`config.mk`:
```
export PLATFORM = sky130hd
export DESIGN_NAME = btn_counter
export DESIGN_NICKNAME = d
export VERILOG_FILES = /design/src/rtl/btn_counter_pkg.sv /design/src/rtl/btn_debounce.sv /design/src/rtl/btn_counter.sv
export SDC_FILE = /design/constraint.sdc
export NUM_CORES = 1
export LEC_CHECK = 0
export CAP_MARGIN = 20
export CORE_MARGIN = 5
export CORE_UTILIZATION = 45
export DETAILED_ROUTE_END_ITERATION = 6
export PLACE_DENSITY_LB_ADDON = 0.15
export SETUP_SLACK_MARGIN = 0.15
export SYNTH_ARGS = -nofsm -noshare
export SYNTH_HDL_FRONTEND = slang
export SYNTH_SLANG_ARGS = --single-unit
```
`constraint.sdc`:
```
create_clock -name clk -period 2.93 [get_ports clk]
set_input_delay 0.7325 -clock clk [delete_from_list [all_inputs] [get_ports clk]]
set_output_delay 0.7325 -clock clk [all_outputs]
set_load 0.01 [all_outputs]
```
`src/rtl/btn_counter_pkg.sv`:
```
`default_nettype none
// ---------------------------------------------------------------------------
// btn_counter_pkg : shared widths, default constants and count type
// Rev 1.0
// ---------------------------------------------------------------------------
package btn_counter_pkg;

  localparam int NB_W           = 9;
  localparam int DEB_CYCLES_DEF = 500000;
  localparam int DIV_HALF_DEF   = 50000;
  localparam int MAX_VAL_DEF    = 511;

  typedef logic [NB_W-1:0] nb_t;

endpackage
`default_nettype wire

```
`src/rtl/btn_debounce.sv`:
```
`default_nettype none
// ---------------------------------------------------------------------------
// btn_debounce : 2-flop synchroniser, hold-time debouncer and press detect
// Rev 1.0
// ---------------------------------------------------------------------------
module btn_debounce
  import btn_counter_pkg::*;
#(
  parameter int DEB_CYCLES = DEB_CYCLES_DEF
) (
  input  logic clk,
  input  logic rst_n,
  input  logic btn,
  output logic stable,
  output logic press
);

  localparam int              CNT_W    = $clog2(DEB_CYCLES);
  localparam logic [CNT_W-1:0] CNT_LAST = CNT_W'(DEB_CYCLES - 1);

  logic             s1;
  logic             s2;
  logic             stable_d;
  logic [CNT_W-1:0] cnt;

  always_ff @(posedge clk) begin
    if (!rst_n) begin
      s1       <= 1'b0;
      s2       <= 1'b0;
      stable   <= 1'b0;
      stable_d <= 1'b0;
      cnt      <= '0;
    end else begin
      s1       <= btn;
      s2       <= s1;
      stable_d <= stable;
      // Any sample agreeing with the accepted level restarts the hold timer.
      if (s2 != stable) begin
        if (cnt == CNT_LAST) begin
          stable <= s2;
          cnt    <= '0;
        end else begin
          cnt <= cnt + 1'b1;
        end
      end else begin
        cnt <= '0;
      end
    end
  end

  assign press = stable & ~stable_d;

endmodule
`default_nettype wire

```
`src/rtl/btn_counter.sv`:
```
`default_nettype none
// ---------------------------------------------------------------------------
// btn_counter : debounced up/down/clear 9-bit counter and display scan clock
// Rev 1.0
// ---------------------------------------------------------------------------
module btn_counter
  import btn_counter_pkg::*;
#(
  parameter int DEB_CYCLES = DEB_CYCLES_DEF,
  parameter int DIV_HALF   = DIV_HALF_DEF,
  parameter int MAX_VAL    = MAX_VAL_DEF,
  parameter int WRAP       = 1
) (
  input  logic            clk,
  input  logic            rst_n,
  input  logic            btn_up,
  input  logic            btn_down,
  input  logic            btn_clr,
  output logic [NB_W-1:0] nb,
  output logic            myclk,
  output logic            lim
);

  localparam nb_t             MAX_NB   = nb_t'(MAX_VAL);
  localparam int              DIV_W    = $clog2(DIV_HALF + 1);
  localparam logic [DIV_W-1:0] DIV_LAST = DIV_W'(DIV_HALF - 1);

  logic stable_up, stable_down, stable_clr;
  logic deb_up, deb_down, deb_clr;
  logic press_up, press_down, press_clr;
  logic [DIV_W-1:0] div;

  btn_debounce #(.DEB_CYCLES(DEB_CYCLES)) u_deb_up (
    .clk(clk), .rst_n(rst_n), .btn(btn_up), .stable(stable_up), .press(deb_up)
  );
  btn_debounce #(.DEB_CYCLES(DEB_CYCLES)) u_deb_down (
    .clk(clk), .rst_n(rst_n), .btn(btn_down), .stable(stable_down), .press(deb_down)
  );
  btn_debounce #(.DEB_CYCLES(DEB_CYCLES)) u_deb_clr (
    .clk(clk), .rst_n(rst_n), .btn(btn_clr), .stable(stable_clr), .press(deb_clr)
  );

  // A press already implies the stable level is high; the qualifier is free.
  assign press_up   = deb_up   & stable_up;
  assign press_down = deb_down & stable_down;
  assign press_clr  = deb_clr  & stable_clr;

  always_ff @(posedge clk) begin
    if (!rst_n) begin
      nb  <= '0;
      lim <= 1'b0;
    end else begin
      lim <= 1'b0;
      if (press_clr) begin
        nb <= '0;
      end else if (press_up && press_down) begin
        nb <= nb;
      end else if (press_up) begin
        if (nb == MAX_NB) begin
          nb  <= (WRAP != 0) ? '0 : MAX_NB;
          lim <= 1'b1;
        end else begin
          nb <= nb + 1'b1;
        end
      end else if (press_down) begin
        if (nb == '0) begin
          nb  <= (WRAP != 0) ? MAX_NB : '0;
          lim <= 1'b1;
        end else begin
          nb <= nb - 1'b1;
        end
      end
    end
  end

  always_ff @(posedge clk) begin
    if (!rst_n) begin
      div   <= '0;
      myclk <= 1'b0;
    end else if (div == DIV_LAST) begin
      div   <= '0;
      myclk <= ~myclk;
    end else begin
      div <= div + 1'b1;
    end
  end

endmodule
`default_nettype wire
```
Word level (Yosys, flattened, before mapping) --
Cells that the tools add are included.
Storage, ports and cells: register bits after elaboration 96, input bits 5, word-level logic and storage cells 69
Cells by class: add/sub/neg operators 6, equality and inequality tests 8, multiplexer cells 8, bitwise logic cells 15, reduce and logical (&&, ||, !) cells 13
Operators with widths (number):
- $add 19x1->19 const B | 3
- $eq 19x19->1 const B | 3
- $mux 9 | 4
- $add 16x1->16 const B | 1
- $eq 16x16->1 const B | 1
- $reduce_or 3->1 | 4
- $add 9x1->9 const B | 1
- $eq 9x9->1 const B | 1
- $logic_not 9->1 | 1
- $not 1->1 | 9
- $sub 9x1->9 const B | 1
- $reduce_and 2->1 | 4
- $and 1x1->1 | 6
- $mux 1 | 4
- $reduce_or 2->1 | 2
- $ne 1x1->1 | 3
- $reduce_bool 2->1 | 1
- $logic_and 1x1->1 | 1

Logic depth before layout (Yosys ltp) --
depth in word-level cells 6, depth in mapped cells 8, mapped depth without buffers 8

By module --
Synthesis repeated with hierarchy kept, for this count alone.
Second synthesis, totals: cells, all modules 518, area total of the unflattened synthesis 4551.9 um2
By module, submodules not included:
- btn_debounce | instances 3, cells each 110, area each 999.7 um2, seq. area each 460.4 um2
- btn_counter | instances 1, cells each 188, area each 1552.7 um2, seq. area each 540.5 um2

Worst setup path after synthesis --
Ideal clock, no wire load.
path kind register -> register, start point register nb[2], end point register nb[5], setup time 130 ps, arrival 1986 ps, required time 2800 ps, slack 814 ps, stages on the path, launching flop included 9, buffers on the path 1, period minus slack after synthesis 2116 ps, path through dfxtp_1 -> clkbuf_1 -> nand3_1 -> nor3_1 -> ha_1 -> or4bb_1 -> o31ai_1 -> a2111oi_0 -> a21oi_1
On the way: longest elaborated chain between the ends 4, elaborated cells on any way between the ends 8, classes of those cells add/sub (2); eq/ne (1); mux (4); reduce/logical (1)
RTL lines:
- start, declared | line btn_counter.sv:19 | output logic [NB_W-1:0] nb,
- start signal, assigned | line btn_counter.sv:57 | nb <= nb;
- start signal, assigned | line btn_counter.sv:60 | nb <= (WRAP != 0) ? '0 : MAX_NB;
- start signal, assigned | line btn_counter.sv:63 | nb <= nb + 1'b1;
- $sub 9x1->9 or $logic_not 9->1 (tied branches) | line btn_counter.sv:70, btn_counter.sv:66
- $mux 9 | line btn_counter.sv:66 | if (nb == '0) begin
- $mux 9 | line btn_counter.sv:65 | end else if (press_down) begin
- $mux 9 * | line btn_counter.sv:58 | end else if (press_up) begin
Every way passes the cells marked *; elsewhere a longest branch is shown, timed or not. The select of a mux whose other input is x is not followed. A chain may end at the register's enable or synchronous reset.

Worst setup path after layout --
start point register nb[1], end point register nb[5]
Same word-level chain as after synthesis.

==> flow_summary_export.csv <==
group,metric,value,unit
status,outcome,"finished, final reports clean",
finish,utilization,51.2,%
power,leakage,1.61,nW
synth,yosys-top-cells-count,"dfxtp_1 (96), nor2_1 (60), nand2_1 (33), a21oi_1 (30), xor2_1 (28)",
critical_path,critPathLaunchType,"register",
timing,setup_viol,0,
finish,fin_nets,553,
clocking,postCtsResizedCells,0,
synth,synthTopCellsByArea,"dfxtp_1 (43%), xor2_1 (5.4%), nor2_1 (5.0%)",
synth,syn-cell-area,4510,sq um
finish,antenna_cells,0,
timing,period_share,75.5,%
finish,final_cell_count_no_fill,677,
timing,tns,0,ps
synth,yosys_warnings,0,
synth,yosysTopAreaCellShare,42.6,%
synth,syn_avg_cell_area,8.53,sq um
floorplanning,dieArea,12100,sq um
placement,gp_congestion,0.851,
route,wl_per_cell,13.2,um
global_routing,grt_antenna_before_repair,0,
synth,synth_edf_count,0,
synth,ys_seq_area_share,42.6,%
global_routing,grt_pass1_vias,3394,
global_routing,grt_pass1_wl,15400,um
synth,yosysTopAreaCell,"dfxtp_1",
floorplanning,coreArea,9770,sq um
timing,max_slew.worst_pin.slew,796,ps
finish,syn_to_final_growth,10.9,%
synth,synth.distinct_cells,60,
clocking,cts.sinks,96,
finish,drive_gt1_share,5.51,%
floorplanning,start_util,46.2,%
route,postRouteAntennaNets,0,
flow_run,cap_violations,0,
timing,finalClockSkew,17.9,ps
global_routing,grt_max_degree,20,
clocking,cts_buffer_depth,2,
critical_path,cp-end-kind,"register",
worst_hold_path,hp-class,"register to register",
critical_path,crit_type,"register to register",
critical_path,required,3180,ps
floorplanning,rows,36,
global_routing,overflow,0,
global_routing,grt_usage,15.8,%
timing,final_max_slew_viol_count,0,
clocking,post_cts_buffers,0,
clocking,cts.htree.levels,3,
placement,port_buffers,15,
critical_path,path_max_fanout,8,
placement,dp_hpwl,6250,um
synth,synthesis.nets,542,
floorplanning,die_y,110,um
synth,synth-seq-cells,96,
synth,synth_ff_type,"dfxtp_1",
critical_path,arrival,2460,ps
route,drt_iter0_drc,139,
clocking,clk_pin_slew,100,ps
route,remaining_drc_errors,0,
route,routed_wl,8960,um
synth,ys_async_sr_fraction,0,%
floorplanning,die_w,110,um
clocking,cts_made_buffers,9,
timing,min_period,2210,ps
power,peakVddDrop,0.266,mV
route,dr.pass1.iters,4,
clocking,clk_latency,370,ps
clocking,cts_tree,"yes",
power,p_per_area,457,nW/um^2
clocking,cts-root-buf,"clkbuf_8",
synth,syn_inst,529,
placement,placedCellCount,662,
route,avgViaCountPerCell,5.47,
timing,maxClockFrequency,0.452,GHz
synth,yosysMostFrequentCell,"dfxtp_1",
timing,hold_viol_final,0,
floorplanning,io_pins,16,
route,vias,3702,
timing,rsz0062_at_grt,"false",
clocking,holdBufCountCts,0,
timing,slew-limit-headroom,46.8,%
[cell type report]
class | instances | area (sq um)
tap | 133 | 166
sequential | 96 | 1920
timing repair buffer | 22 | 203
multi-input combinational | 391 | 2420
inverter | 20 | 75.1
clock inverter | 6 | 92.6
clock buffer | 9 | 124
fill | 967 | 4770
[worst max-delay path, cell delays in order, from the launching register on]
cell and delay [ps]:
dfxtp_1 350, ha_1 200, nand3_1 200, nor3_1 240
ha_1 370, or4bb_1 180, o31ai_1 60, a2111oi_0 390
a21oi_1 110
[through the flow]
stage          setup WS, ps  instance area, sq um  hold WS [ps]  total power [W]
2_1_floorplan           814                  4510           412          0.00137
3_3_place_gp            516                  4790           419          0.00138
3_5_place_dp            484                  4790           425          0.00138
4_1_cts                 712                  5000           453          0.00234
5_1_grt                 447                  5000           463          0.00239
6_report                718                  5000           451          0.00229
[path summary, 6_finish.rpt]
path / from / to / slack [ps] / cells after the start
setup / recovery: nb[1] / nb[5] / 720 / 8
hold / removal: u_deb_down.s1 / u_deb_down.s2 / 450 / 1
setup reg to reg: nb[1] / nb[5] / 720 / 8
hold reg to reg: u_deb_down.s1 / u_deb_down.s2 / 450 / 1
[sequential cells by signal, indices dropped and copies added, names as in the netlist, 9 cells and up]
register and count:
div 16, nb 9, u_deb_up.cnt 19, u_deb_clr.cnt 19
u_deb_down.cnt 19
[cell usage in the layout (no fill, tap or decap), types with 3 or more instances in the layout]
cell type and instances:
xnor2_1 22, or4_1 7, nor3_1 14, a21oi_1 30, nor4_1 13, a31oi_1 3
nor4b_1 3, a22oi_1 3, nand2_1 33, clkdlybuf4s50_1 15, o21ai_0 21, nand4_1 22
nand3_1 24, nor2b_1 4, o31ai_1 7, ha_1 8, inv_1 19, dfxtp_1 96
buf_4 7, nor2_1 60, o21a_1 3, and3_1 7, clkbuf_8 9, xor2_1 28
and2_1 12, or3_1 14, and4_1 8, o21ai_1 7
[per-layer routing]
layer | wire length (um) | part of all wire [%] | track usage [%]
met3 | 317 | 3.5 | 3.84
met2 | 4040 | 45 | 25.3
met4 | 99 | 1.1 | 5.63
met5 | 0 | 0 | 0
met1 | 4510 | 50 | 20.7
[cells by family after synthesis]
| family | count (synthesis) | synth area share [%] |
|---|---|---|
| mux | 1 | 0.222 |
| buf+inv | 42 | 3.77 |
| xor+xnor | 50 | 9.70 |
| simple gates | 239 | 28.8 |
| fa+ha+maj | 8 | 2.22 |
| flops | 96 | 42.6 |
| compound gates | 93 | 12.7 |
[power breakdown]
part / internal [W] / switching, W
sequential: 0.00131 / 0.00000590
clock: 0.000480 / 0.000457
combinational: 0.0000130 / 0.0000208
total: 0.00181 / 0.000484
(Power assumes the default switching activity.)
